--- src/rtl/cic_pkg.sv ---
// Shared CIC definitions: configuration limits and register growth helper.
// Used by both the decimator and the interpolator.
package cic_pkg;

    localparam int unsigned MAX_STAGES = 6;
    localparam int unsigned MAX_RATE   = 64;

    // Bits gained by N integrators running over a decimation group of R samples
    function automatic int unsigned bit_growth(input int unsigned n, input int unsigned r);
        return n * $clog2(r);
    endfunction

endpackage

--- src/rtl/cic_decim_if.sv ---
// Sample stream bundle for cic_decim: valid-qualified input and output, no backpressure.
// The master drives input samples; the filter (slave) drives decimated output.
interface cic_decim_if #(
    parameter int WIDTH = 8
);

    logic signed [WIDTH-1:0] i_in_data;
    logic                    i_in_valid;
    logic signed [WIDTH-1:0] o_out_data;
    logic                    o_out_valid;

    modport master (
        output i_in_data,
        output i_in_valid,
        input  o_out_data,
        input  o_out_valid
    );

    modport slave (
        input  i_in_data,
        input  i_in_valid,
        output o_out_data,
        output o_out_valid
    );

endinterface

--- src/rtl/cic_comb_stage.sv ---
// One registered differentiator (M=1) of a CIC comb section.
// Advances only when its input valid is set; valid itself shifts every cycle.
module cic_comb_stage #(
    parameter int WIDTH = 8
) (
    input  logic             i_clock,
    input  logic             i_reset,
    input  logic [WIDTH-1:0] i_data,
    input  logic             i_valid,
    output logic [WIDTH-1:0] o_data,
    output logic             o_valid
);

    logic [WIDTH-1:0] r_delay;
    logic [WIDTH-1:0] r_data;
    logic             r_valid;

    always_ff @(posedge i_clock) begin
        if (!i_reset) begin
            r_delay <= '0;
            r_data  <= '0;
            r_valid <= 1'b0;
        end else begin
            r_valid <= i_valid;
            if (i_valid) begin
                r_data  <= i_data - r_delay;
                r_delay <= i_data;
            end
        end
    end

    assign o_data  = r_data;
    assign o_valid = r_valid;

endmodule

--- src/rtl/cic_decim.sv ---
// CIC decimator: N wrapping integrators, decimate by RATE, N combs, top WIDTH bits out.
// Define CIC_DECIM_ROUND_EN for round-half-up output with +max saturation (one extra cycle).
module cic_decim
    import cic_pkg::*;
#(
    parameter int WIDTH      = 8,
    parameter int NUM_STAGES = 3,
    parameter int RATE       = 4
) (
    input  logic      i_clock,
    input  logic      i_reset,
    cic_decim_if.slave io_stream
);

    localparam int ACC_WIDTH = WIDTH + int'(bit_growth(NUM_STAGES, RATE));
    localparam int GROWTH    = ACC_WIDTH - WIDTH;
    localparam int CNT_W     = $clog2(RATE);
    localparam logic [CNT_W-1:0] CNT_LAST = CNT_W'(RATE - 1);

    if (NUM_STAGES < 1 || NUM_STAGES > MAX_STAGES || RATE < 2 || RATE > MAX_RATE) begin : g_cfg_check
        $error("cic_decim: NUM_STAGES or RATE outside supported range");
    end

    logic [ACC_WIDTH-1:0] w_ext;
    logic [ACC_WIDTH-1:0] r_int [NUM_STAGES];
    logic [CNT_W-1:0]     r_count;
    logic                 r_dec_stb;
    logic                 r_dec_valid;
    logic [ACC_WIDTH-1:0] r_dec_data;

    assign w_ext = {{GROWTH{io_stream.i_in_data[WIDTH-1]}}, io_stream.i_in_data};

    always_ff @(posedge i_clock) begin
        if (!i_reset) begin
            for (int unsigned k = 0; k < NUM_STAGES; k++) begin
                r_int[k] <= '0;
            end
        end else if (io_stream.i_in_valid) begin
            r_int[0] <= r_int[0] + w_ext;
            for (int unsigned k = 1; k < NUM_STAGES; k++) begin
                r_int[k] <= r_int[k] + r_int[k-1];
            end
        end
    end

    // The strobe marks the group's last edge; the following edge captures the
    // settled last integrator, which is what the comb chain then sees.
    always_ff @(posedge i_clock) begin
        if (!i_reset) begin
            r_count     <= '0;
            r_dec_stb   <= 1'b0;
            r_dec_valid <= 1'b0;
            r_dec_data  <= '0;
        end else begin
            r_dec_stb   <= io_stream.i_in_valid && (r_count == CNT_LAST);
            r_dec_valid <= r_dec_stb;
            if (r_dec_stb) begin
                r_dec_data <= r_int[NUM_STAGES-1];
            end
            if (io_stream.i_in_valid) begin
                r_count <= (r_count == CNT_LAST) ? '0 : r_count + CNT_W'(1);
            end
        end
    end

    logic [ACC_WIDTH-1:0] w_comb_data [NUM_STAGES+1];
    logic [NUM_STAGES:0]  w_comb_valid;

    assign w_comb_data[0]  = r_dec_data;
    assign w_comb_valid[0] = r_dec_valid;

    for (genvar g = 0; g < NUM_STAGES; g++) begin : g_comb
        cic_comb_stage #(
            .WIDTH(ACC_WIDTH)
        ) u_comb (
            .i_clock(i_clock),
            .i_reset(i_reset),
            .i_data (w_comb_data[g]),
            .i_valid(w_comb_valid[g]),
            .o_data (w_comb_data[g+1]),
            .o_valid(w_comb_valid[g+1])
        );
    end

    logic [ACC_WIDTH-1:0] w_last;
    logic                 w_last_valid;
    logic [WIDTH-1:0]     w_stage_data;
    logic                 w_stage_valid;
    logic                 w_unused_lsbs;

    assign w_last       = w_comb_data[NUM_STAGES];
    assign w_last_valid = w_comb_valid[NUM_STAGES];

`ifdef CIC_DECIM_ROUND_EN
    localparam logic [ACC_WIDTH:0] HALF = {{ACC_WIDTH{1'b0}}, 1'b1} << (GROWTH - 1);

    logic [ACC_WIDTH:0] w_sum;
    logic               w_sat;
    logic [WIDTH-1:0]   w_rounded;
    logic [WIDTH-1:0]   r_rnd_data;
    logic               r_rnd_valid;

    // Adding a positive half-LSB can only overflow upwards, so only +max saturation exists
    assign w_sum         = {w_last[ACC_WIDTH-1], w_last} + HALF;
    assign w_sat         = w_sum[ACC_WIDTH] ^ w_sum[ACC_WIDTH-1];
    assign w_rounded     = w_sat ? {1'b0, {(WIDTH-1){1'b1}}} : w_sum[ACC_WIDTH-1 -: WIDTH];
    assign w_unused_lsbs = ^w_sum[GROWTH-1:0];

    always_ff @(posedge i_clock) begin
        if (!i_reset) begin
            r_rnd_data  <= '0;
            r_rnd_valid <= 1'b0;
        end else begin
            r_rnd_valid <= w_last_valid;
            if (w_last_valid) begin
                r_rnd_data <= w_rounded;
            end
        end
    end

    assign w_stage_data  = r_rnd_data;
    assign w_stage_valid = r_rnd_valid;
`else
    assign w_stage_data  = w_last[ACC_WIDTH-1 -: WIDTH];
    assign w_stage_valid = w_last_valid;
    assign w_unused_lsbs = ^w_last[GROWTH-1:0];
`endif

    logic [WIDTH-1:0] r_out_data;
    logic             r_out_valid;

    always_ff @(posedge i_clock) begin
        if (!i_reset) begin
            r_out_data  <= '0;
            r_out_valid <= 1'b0;
        end else begin
            r_out_valid <= w_stage_valid;
            if (w_stage_valid) begin
                r_out_data <= w_stage_data;
            end
        end
    end

    assign io_stream.o_out_data  = r_out_data;
    assign io_stream.o_out_valid = r_out_valid;

endmodule

--- src/flat_wrapper.sv ---
// flat-port wrapper written by rule: the top's interface ports become plain ports
module cic_decim_flat import cic_pkg::*;
#(
    parameter int WIDTH      = 8,
    parameter int NUM_STAGES = 3,
    parameter int RATE       = 4
)
  (i_clock, i_reset, io_stream_i_in_data, io_stream_i_in_valid, io_stream_o_out_data, io_stream_o_out_valid);
  cic_decim_if #(.WIDTH(WIDTH)) io_stream_i ();
  input  logic i_clock;
  input  logic i_reset;
  input wire logic [$bits(io_stream_i.i_in_data)-1:0] io_stream_i_in_data;
  input wire logic [$bits(io_stream_i.i_in_valid)-1:0] io_stream_i_in_valid;
  output wire logic [$bits(io_stream_i.o_out_data)-1:0] io_stream_o_out_data;
  output wire logic [$bits(io_stream_i.o_out_valid)-1:0] io_stream_o_out_valid;
  assign io_stream_i.i_in_data = io_stream_i_in_data;
  assign io_stream_i.i_in_valid = io_stream_i_in_valid;
  assign io_stream_o_out_data = io_stream_i.o_out_data;
  assign io_stream_o_out_valid = io_stream_i.o_out_valid;
  cic_decim #(.WIDTH(WIDTH), .NUM_STAGES(NUM_STAGES), .RATE(RATE)) u_core (.i_clock(i_clock), .i_reset(i_reset), .io_stream(io_stream_i));
endmodule
--- config.mk ---
export PLATFORM = sky130hd
export DESIGN_NAME = cic_decim_flat
export DESIGN_NICKNAME = d
export VERILOG_FILES = /design/src/rtl/cic_pkg.sv /design/src/rtl/cic_decim_if.sv /design/src/rtl/cic_comb_stage.sv /design/src/rtl/cic_decim.sv /design/src/flat_wrapper.sv
export SDC_FILE = /design/constraint.sdc
export NUM_CORES = 1
export LEC_CHECK = 0
export ABC_AREA = 0
export ABC_CLOCK_PERIOD_IN_PS = 3850
export BUFFER_PORTS_ARGS = -buffer_cell sky130_fd_sc_hd__clkbuf_2
export CELL_PAD_IN_SITES_DETAIL_PLACEMENT = 1
export CELL_PAD_IN_SITES_GLOBAL_PLACEMENT = 2
export CORE_MARGIN = 8
export CORE_UTILIZATION = 44
export CTS_CLUSTER_SIZE = 40
export DETAILED_ROUTE_END_ITERATION = 8
export MAX_ROUTING_LAYER = met4
export PLACE_DENSITY = 0.95
export SLEW_MARGIN = 20
export SYNTH_ARGS = -nofsm -noshare
export SYNTH_HDL_FRONTEND = slang
export SYNTH_SLANG_ARGS = --single-unit
--- constraint.sdc ---
create_clock -name i_clock -period 3.85 [get_ports i_clock]
set_input_delay 0 -clock i_clock [delete_from_list [all_inputs] [get_ports i_clock]]
set_output_delay 0 -clock i_clock [all_outputs]
set_load 0.03 [all_outputs]
==> results of run 1 <==
cell usage in the layout (no fill, tap or decap), drive strengths merged, types with 6 or more instances in the layout:
cell type	Yosys	routed
a211oi	13	13
a21o	14	14
a21oi	36	36
and3	7	7
clkbuf	22	42
dfxtp	108	108
edfxtp	42	42
ha	78	78
inv	64	66
mux2i	77	77
nand2	27	27
nand2b	12	12
nand3	15	15
nand3b	6	6
nand4	8	8
nor2	159	159
nor2b	13	13
nor3	16	16
o211ai	9	9
o21a	11	11
o21ai	45	45
o31a	6	6
xnor2	27	27
xor2	21	21
report_power, final:
group,total (mW),switching [mW],internal (mW)
Clock,1.77,0.652,1.12
Combinational,0.477,0.275,0.203
Sequential,1.73,0.0428,1.69
Total,3.98,0.970,3.01
per-stage QoR:
| step | std cells | utilization (%) | setup WS [ns] | instance area (um^2) | total power [mW] |
|---|---|---|---|---|---|
| final | 1197 | 49.54 | 1.339 | 9515 | 3.981 |
| after global routing | 1197 | 49.54 | 1.148 | 9515 | 4.159 |
| after CTS | 1197 | 49.51 | 1.311 | 9510 | 4.028 |
| after detailed placement | 1165 | 46.20 | 1.346 | 8874 | 2.244 |
| after global placement | 1165 | 46.20 | 1.412 | 8874 | 2.219 |
| after floorplan | 907 | - | 1.582 | 8523 | 2.129 |
cell families after synthesis:
group / Yosys count / synth area share, %
adders and majority gates: 83 / 12.62
buffers and inverters: 96 / 4.242
DFF: 150 / 40.16
AOI/OAI and AO/OA: 170 / 13.89
xor gates and xnor gates: 48 / 4.933
and+or+nand+nor: 283 / 15.11
muxes: 77 / 9.043
per-layer routing:
layer / up-vias / GRT usage, % / part of all wire, % / routed length [um]
met5: - / - / 0 / 0
met4: 0 / 6.238 / 1.8 / 319
met3: 25 / 2.940 / 1.7 / 298
met2: 35 / 30.09 / 53 / 9532
met1: 3059 / 16.68 / 44 / 7831
li1: 3211 / - / - / -
worst reg2reg max path: stages (launching register included):
cell,delay (ns)
edfxtp_1,0.41
ha_1,0.25
inv_1,0.08
fa_1,0.18
nor2b_1,0.07
o31a_1,0.28
o211a_1,0.25
o41ai_2,0.30
o21ai_0,0.20
xnor2_1,0.18
nor2_1,0.05
final cells by class:
type                            instances  area [um^2]  share of cell area [%]
Clock buffer                           23        500.5                   5.260
Inverter                               65        244.0                   2.564
Sequential cell                       150         3425                   35.99
Clock inverter                          9        136.4                   1.433
Tap cell                              265        331.6                   3.485
Timing Repair Buffer                   24        132.6                   1.394
Multi-Input combinational cell        661         4746                   49.88
flip-flops by register name, summed over array words and instances (netlist names):
| name | count |
|---|---|
| u_core.g_comb.u_comb.o_data | 36 |
| u_core.g_comb.u_comb.o_valid | 3 |
| u_core.g_comb.u_comb.r_delay | 42 |
| u_core.io_stream.o_out_data | 8 |
| u_core.io_stream.o_out_valid | 1 |
| u_core.r_count | 2 |
| u_core.r_dec_data | 14 |
| u_core.r_dec_stb | 1 |
| u_core.r_dec_valid | 1 |
| u_core.r_int | 42 |
worst paths after layout:
check,end,cells after the start,from,slack [ns]
worst max-delay path,u_core.r_int[0][26],10,u_core.r_int[0][0],1.34
worst min-delay path,u_core.r_int[0][0],3,io_stream_i_in_data[0],0.03
worst max register to register,u_core.r_int[0][26],10,u_core.r_int[0][0],1.34
worst min register to register,u_core.g_comb[2].u_comb.o_data[12],2,u_core.g_comb[2].u_comb.o_data[12],0.49
==> run_results.csv, run 1 <==
group,metric,value,unit
outcome,status,"complete, no violations",
clock_network,clkSinkCount,150,
sta,worstMarginPinSlew,0.9928,ns
clock_network,ctsHtreeMaxLevel,4,
route,drtPass1Iterations,4,
floorplanning,die_area,24080,um^2
sta,fin_hold_ws,0.02739,ns
clock_network,ctsHoldBuffers,0,
final_layout,nets,1013,
sta,setup_violations,0,
critical_path,worst-path-buf-inv,1,
critical_path,cp-start-kind,"register",
clock_network,cts-root-buf,"clkbuf_16",
pwr,total_leakage_power,3.744,nW
global_route,antenna_found_initial,0,
sta,min_period_over_period,65.22,%
place,hpwl,13160,um
critical_path,cp_max_fo,3,
global_route,grt_usage,16.18,%
logic_synthesis,synthTopCellsByArea,"dfxtp_1, edfxtp_1, ha_1",
critical_path,crit_type,"reg -> reg",
pwr,p_per_area,418.4,nW/um^2
sta,period_minus_slack,2.511,ns
logic_synthesis,yosys.cell_count.top_type,"nor2_1",
route,vias_per_cell,5.288,
floorplanning,die_y,155.2,um
run,cap_violations,0,
global_route,grt_max_degree,58,
logic_synthesis,synthArstFlopShare,0,%
clock_network,cts_tree,"done",
logic_synthesis,ys_types,63,
logic_synthesis,yosysSeqAreaShare,40.16,%
sta,final-hold-violation-count,0,
global_route,grt_pass1_wl,31060,um
logic_synthesis,syn_area,8523,um^2
sta,max_freq,398.3,MHz
critical_path,crit_required,4.00,ns
logic_synthesis,yosysWarnings,0,
floorplanning,rows,51,
logic_synthesis,yosysTopAreaCell,"dfxtp_1",
logic_synthesis,avgSynthCellArea,9.397,um^2
clock_network,cts_made_buffers,17,
logic_synthesis,synth_nets,1001,
route,wl_per_cell,15.02,um
sta,slew_headroom,33.72,%
final_layout,drive_gt1_share,8.047,%
logic_synthesis,synthFlopType,"dfxtp_1",
route,drc,0,
route,drtIter0Drc,193,
sta,skew,0.01027,ns
clock_network,cts-resized-gates,0,
logic_synthesis,synth-edff-count,42,
floorplanning,die_x,155.2,um
critical_path,slowest_delay,0.41,ns
clock_network,postCtsSetupRepairBufs,0,
route,vias,6330,
floorplanning,start_util,44.37,%
final_layout,fillers,2153,
worst_hold_path,hp-class,"in -> reg",
logic_synthesis,synthCells,907,
final_layout,antennaDiodeCount,0,
sta,grt_setup_unrepaired,"false",
floorplanning,core-area,19210,um^2
global_route,first_global_vias,6766,
floorplanning,boundaryPins,20,
clock_network,clk_pin_slew,0.06,ns
critical_path,crit_arrival,2.66,ns
critical_path,crit_path_top_delay_cell,"edfxtp_1",
route,routed_wl,17980,um
pwr,irDropWorstVdd,0.3016,mV
logic_synthesis,ys_ff_latch,150,
route,ant_nets,0,
sta,totalNegativeSetupSlack,0,ns
final_layout,area_growth,11.64,%
clock_network,cts_buffer_depth,2,
clock_network,worstSkewPairLatency,0.43,ns
place,routabilityCongestion,0.7839,
logic_synthesis,synth_top_cell_area_share,25.37,%
critical_path,path_cells,"ha_1, inv_1, fa_1, nor2b_1, o31a_1, o211a_1, o41ai_2, o21ai_0, xnor2_1, nor2_1",
critical_path,end_kind,"register",
critical_path,critical-path-top-delay-family,"compound AO/OA/AOI/OAI gates",
global_route,overflow,0,
place,portBuffers,19,
logic_synthesis,synth.top_cells.by_count,"nor2_1, dfxtp_1, ha_1",
sta,drv_slew,0,
Power figures use the tool's default switching activity.
==> run 2, diff against run 1 <==
ABC_CLOCK_PERIOD_IN_PS = 2350   (was 3850)
CORE_UTILIZATION = 41   (was 44)
PLACE_DENSITY = 0.92   (was 0.95)
clock period = 2.35 ns   (was 3.85 ns; I/O delays follow)
==> run 2 against run 1 <==
Die area rose by 6.5%. Via count is 2.3% higher. Largest cell class unchanged. Routed wire length up 6.0%. Global-route usage fell by 0.90 points.
==> run_results.csv, run 2 (synthesized netlist as in run 1, its figures left out) <==
group,metric,value,unit
outcome,status,"complete, no violations",
final_layout,layout_commonest_cell,"nor2_1",
pwr,irDropWorstVdd,0.3984,mV
final_layout,drive_gt1_share,13.71,%
clock_network,clkSinkCount,150,
route,ant_nets,0,
critical_path,crit_type,"reg -> reg",
clock_network,clk_pin_slew,0.06,ns
sta,skew,0.009030,ns
global_route,grt_usage,15.28,%
route,wl_per_cell,15.46,um
clock_network,ctsHoldBuffers,0,
final_layout,antennaDiodeCount,0,
route,vias_per_cell,5.250,
sta,slew_headroom,63.98,%
place,hpwl,13610,um
sta,grt_setup_unrepaired,"true",
worst_hold_path,min-delay-start,"io_stream_i_in_valid",
critical_path,crit_path_top_delay_cell,"fa_1",
clock_network,worstSkewPairLatency,0.43,ns
route,drtPass1Iterations,4,
sta,worstMarginPinSlew,0.5403,ns
floorplanning,start_util,41.99,%
global_route,antenna_found_initial,0,
sta,fin_hold_ws,0.009476,ns
critical_path,slowest_delay,0.46,ns
route,routed_wl,19070,um
floorplanning,core-area,20300,um^2
clock_network,cts-root-buf,"clkbuf_16",
global_route,grt_max_degree,31,
worst_hold_path,min_to,"u_core.r_dec_stb",
sta,drv_slew,0,
sta,period_minus_slack,2.317,ns
worst_hold_path,hold_depth,2,
floorplanning,rows,52,
final_layout,fillers,2306,
global_route,first_global_vias,6877,
floorplanning,die_area,25660,um^2
critical_path,regToRegSetupSlack,0.03,ns
floorplanning,die_y,160.2,um
sta,setup_violations,0,
critical_path,cp_max_fo,2,
critical_path,r2r-end,"u_core.r_int[0][40]",
final_layout,stdcell_count,1233,
final_layout,layout_common_cells,"nor2_1, dfxtp_1, mux2i_1",
floorplanning,die_x,160.2,um
critical_path,crit_required,2.53,ns
final_layout,area_growth,16.98,%
place,placed_cells,1199,
pwr,total_leakage_power,3.948,nW
final_layout,final_util,49.12,%
route,drtIter0Drc,200,
worst_hold_path,hp-class,"in -> reg",
sta,min_period_over_period,98.60,%
global_route,grt_pass1_wl,31880,um
place,routabilityCongestion,0.8061,
sta,max_freq,431.6,MHz
critical_path,crit_arrival,2.49,ns
critical_path,path_cells,"ha_2, inv_1, fa_1, nor2b_2, o31a_1, o211ai_2, a21oi_2, a2111oi_4, a21oi_1, mux2i_1",
run,cap_violations,0,
route,drc,0,
place,portBuffers,19,
clock_network,cts_tree,"done",
critical_path,r2r_start,"u_core.r_int[0][14]",
global_route,overflow,0,
sta,final-hold-violation-count,0,
route,vias,6473,
clock_network,cts_made_buffers,17,
pwr,p_per_area,679.8,nW/um^2
clock_network,cts_buffer_depth,2,
critical_path,cp-start-kind,"register",
critical_path,end_kind,"register",
floorplanning,boundaryPins,20,
critical_path,reg2regPathDepth,10,
clock_network,ctsHtreeMaxLevel,4,
final_layout,nets,1044,
run 2: cell type report:
| cell class | count | area, um^2 | area share (%) |
|---|---|---|---|
| inverter | 65 | 244.0 | 2.447 |
| clock inverter | 11 | 153.9 | 1.543 |
| timing repair buffer | 55 | 390.4 | 3.915 |
| sequential | 150 | 3426 | 34.36 |
| tap | 270 | 337.8 | 3.388 |
| multi-input combinational | 661 | 4893 | 49.08 |
| clock buffer | 21 | 525.5 | 5.270 |
run 2: what timing repair did:
action / 4_1_cts / 5_1_grt
resized for setup: 3 / 33
setup buffers: 0 / 2
pin swaps: 3 / 9
setup endpoints to repair: 6 / 22
run 2: stage by stage:
stage	TNS (ns)	total power, mW	instance area, um^2	setup WS [ns]
global placement	-0.06005	3.673	9123	-0.04467
finish	0	6.778	9971	0.03285
floorplan	0	3.487	8523	0.08182
CTS	-0.05147	6.801	9803	-0.01768
detailed placement	-0.1444	3.709	9123	-0.07815
global route	-0.3512	7.065	9971	-0.09405
run 2: how the worst max path moves through the flow:
| stage | from | end | slack [ns] | depth (start not counted) |
|---|---|---|---|---|
| detailed placement | u_core.r_int[0][14] | u_core.r_int[0][40] | -0.08 | 10 |
| global placement | u_core.r_int[0][14] | u_core.r_int[0][40] | -0.04 | 10 |
| floorplan | u_core.r_int[0][14] | u_core.r_int[0][40] | 0.08 | 10 |
| CTS | u_core.r_int[0][0] | u_core.r_int[0][24] | -0.02 | 10 |
| finish | u_core.r_int[0][14] | u_core.r_int[0][40] | 0.03 | 10 |
| global route | u_core.r_int[0][14] | u_core.r_int[0][40] | -0.09 | 10 |
run 2: per-layer routing:
metal | GRT usage [%] | part of all wire [%]
met1 | 15.73 | 42
met2 | 28.83 | 55
met3 | 2.776 | 1.8
met4 | 4.843 | 1.2
met5 | - | 0
run 2: where the power goes:
group / total [mW] / internal [mW] / switching (mW)
clock network: 3.08 / 1.94 / 1.14
registers: 2.84 / 2.77 / 0.0705
logic: 0.863 / 0.380 / 0.483
run 2: critical path, delay by kind of cell, from the launching register on:
kind,cells,cell delay (ns)
mux,1,0.09
simple gates,1,0.15
fa+ha+maj,2,0.64
buf+inv,1,0.05
flops,1,0.37
compound gates,5,0.78
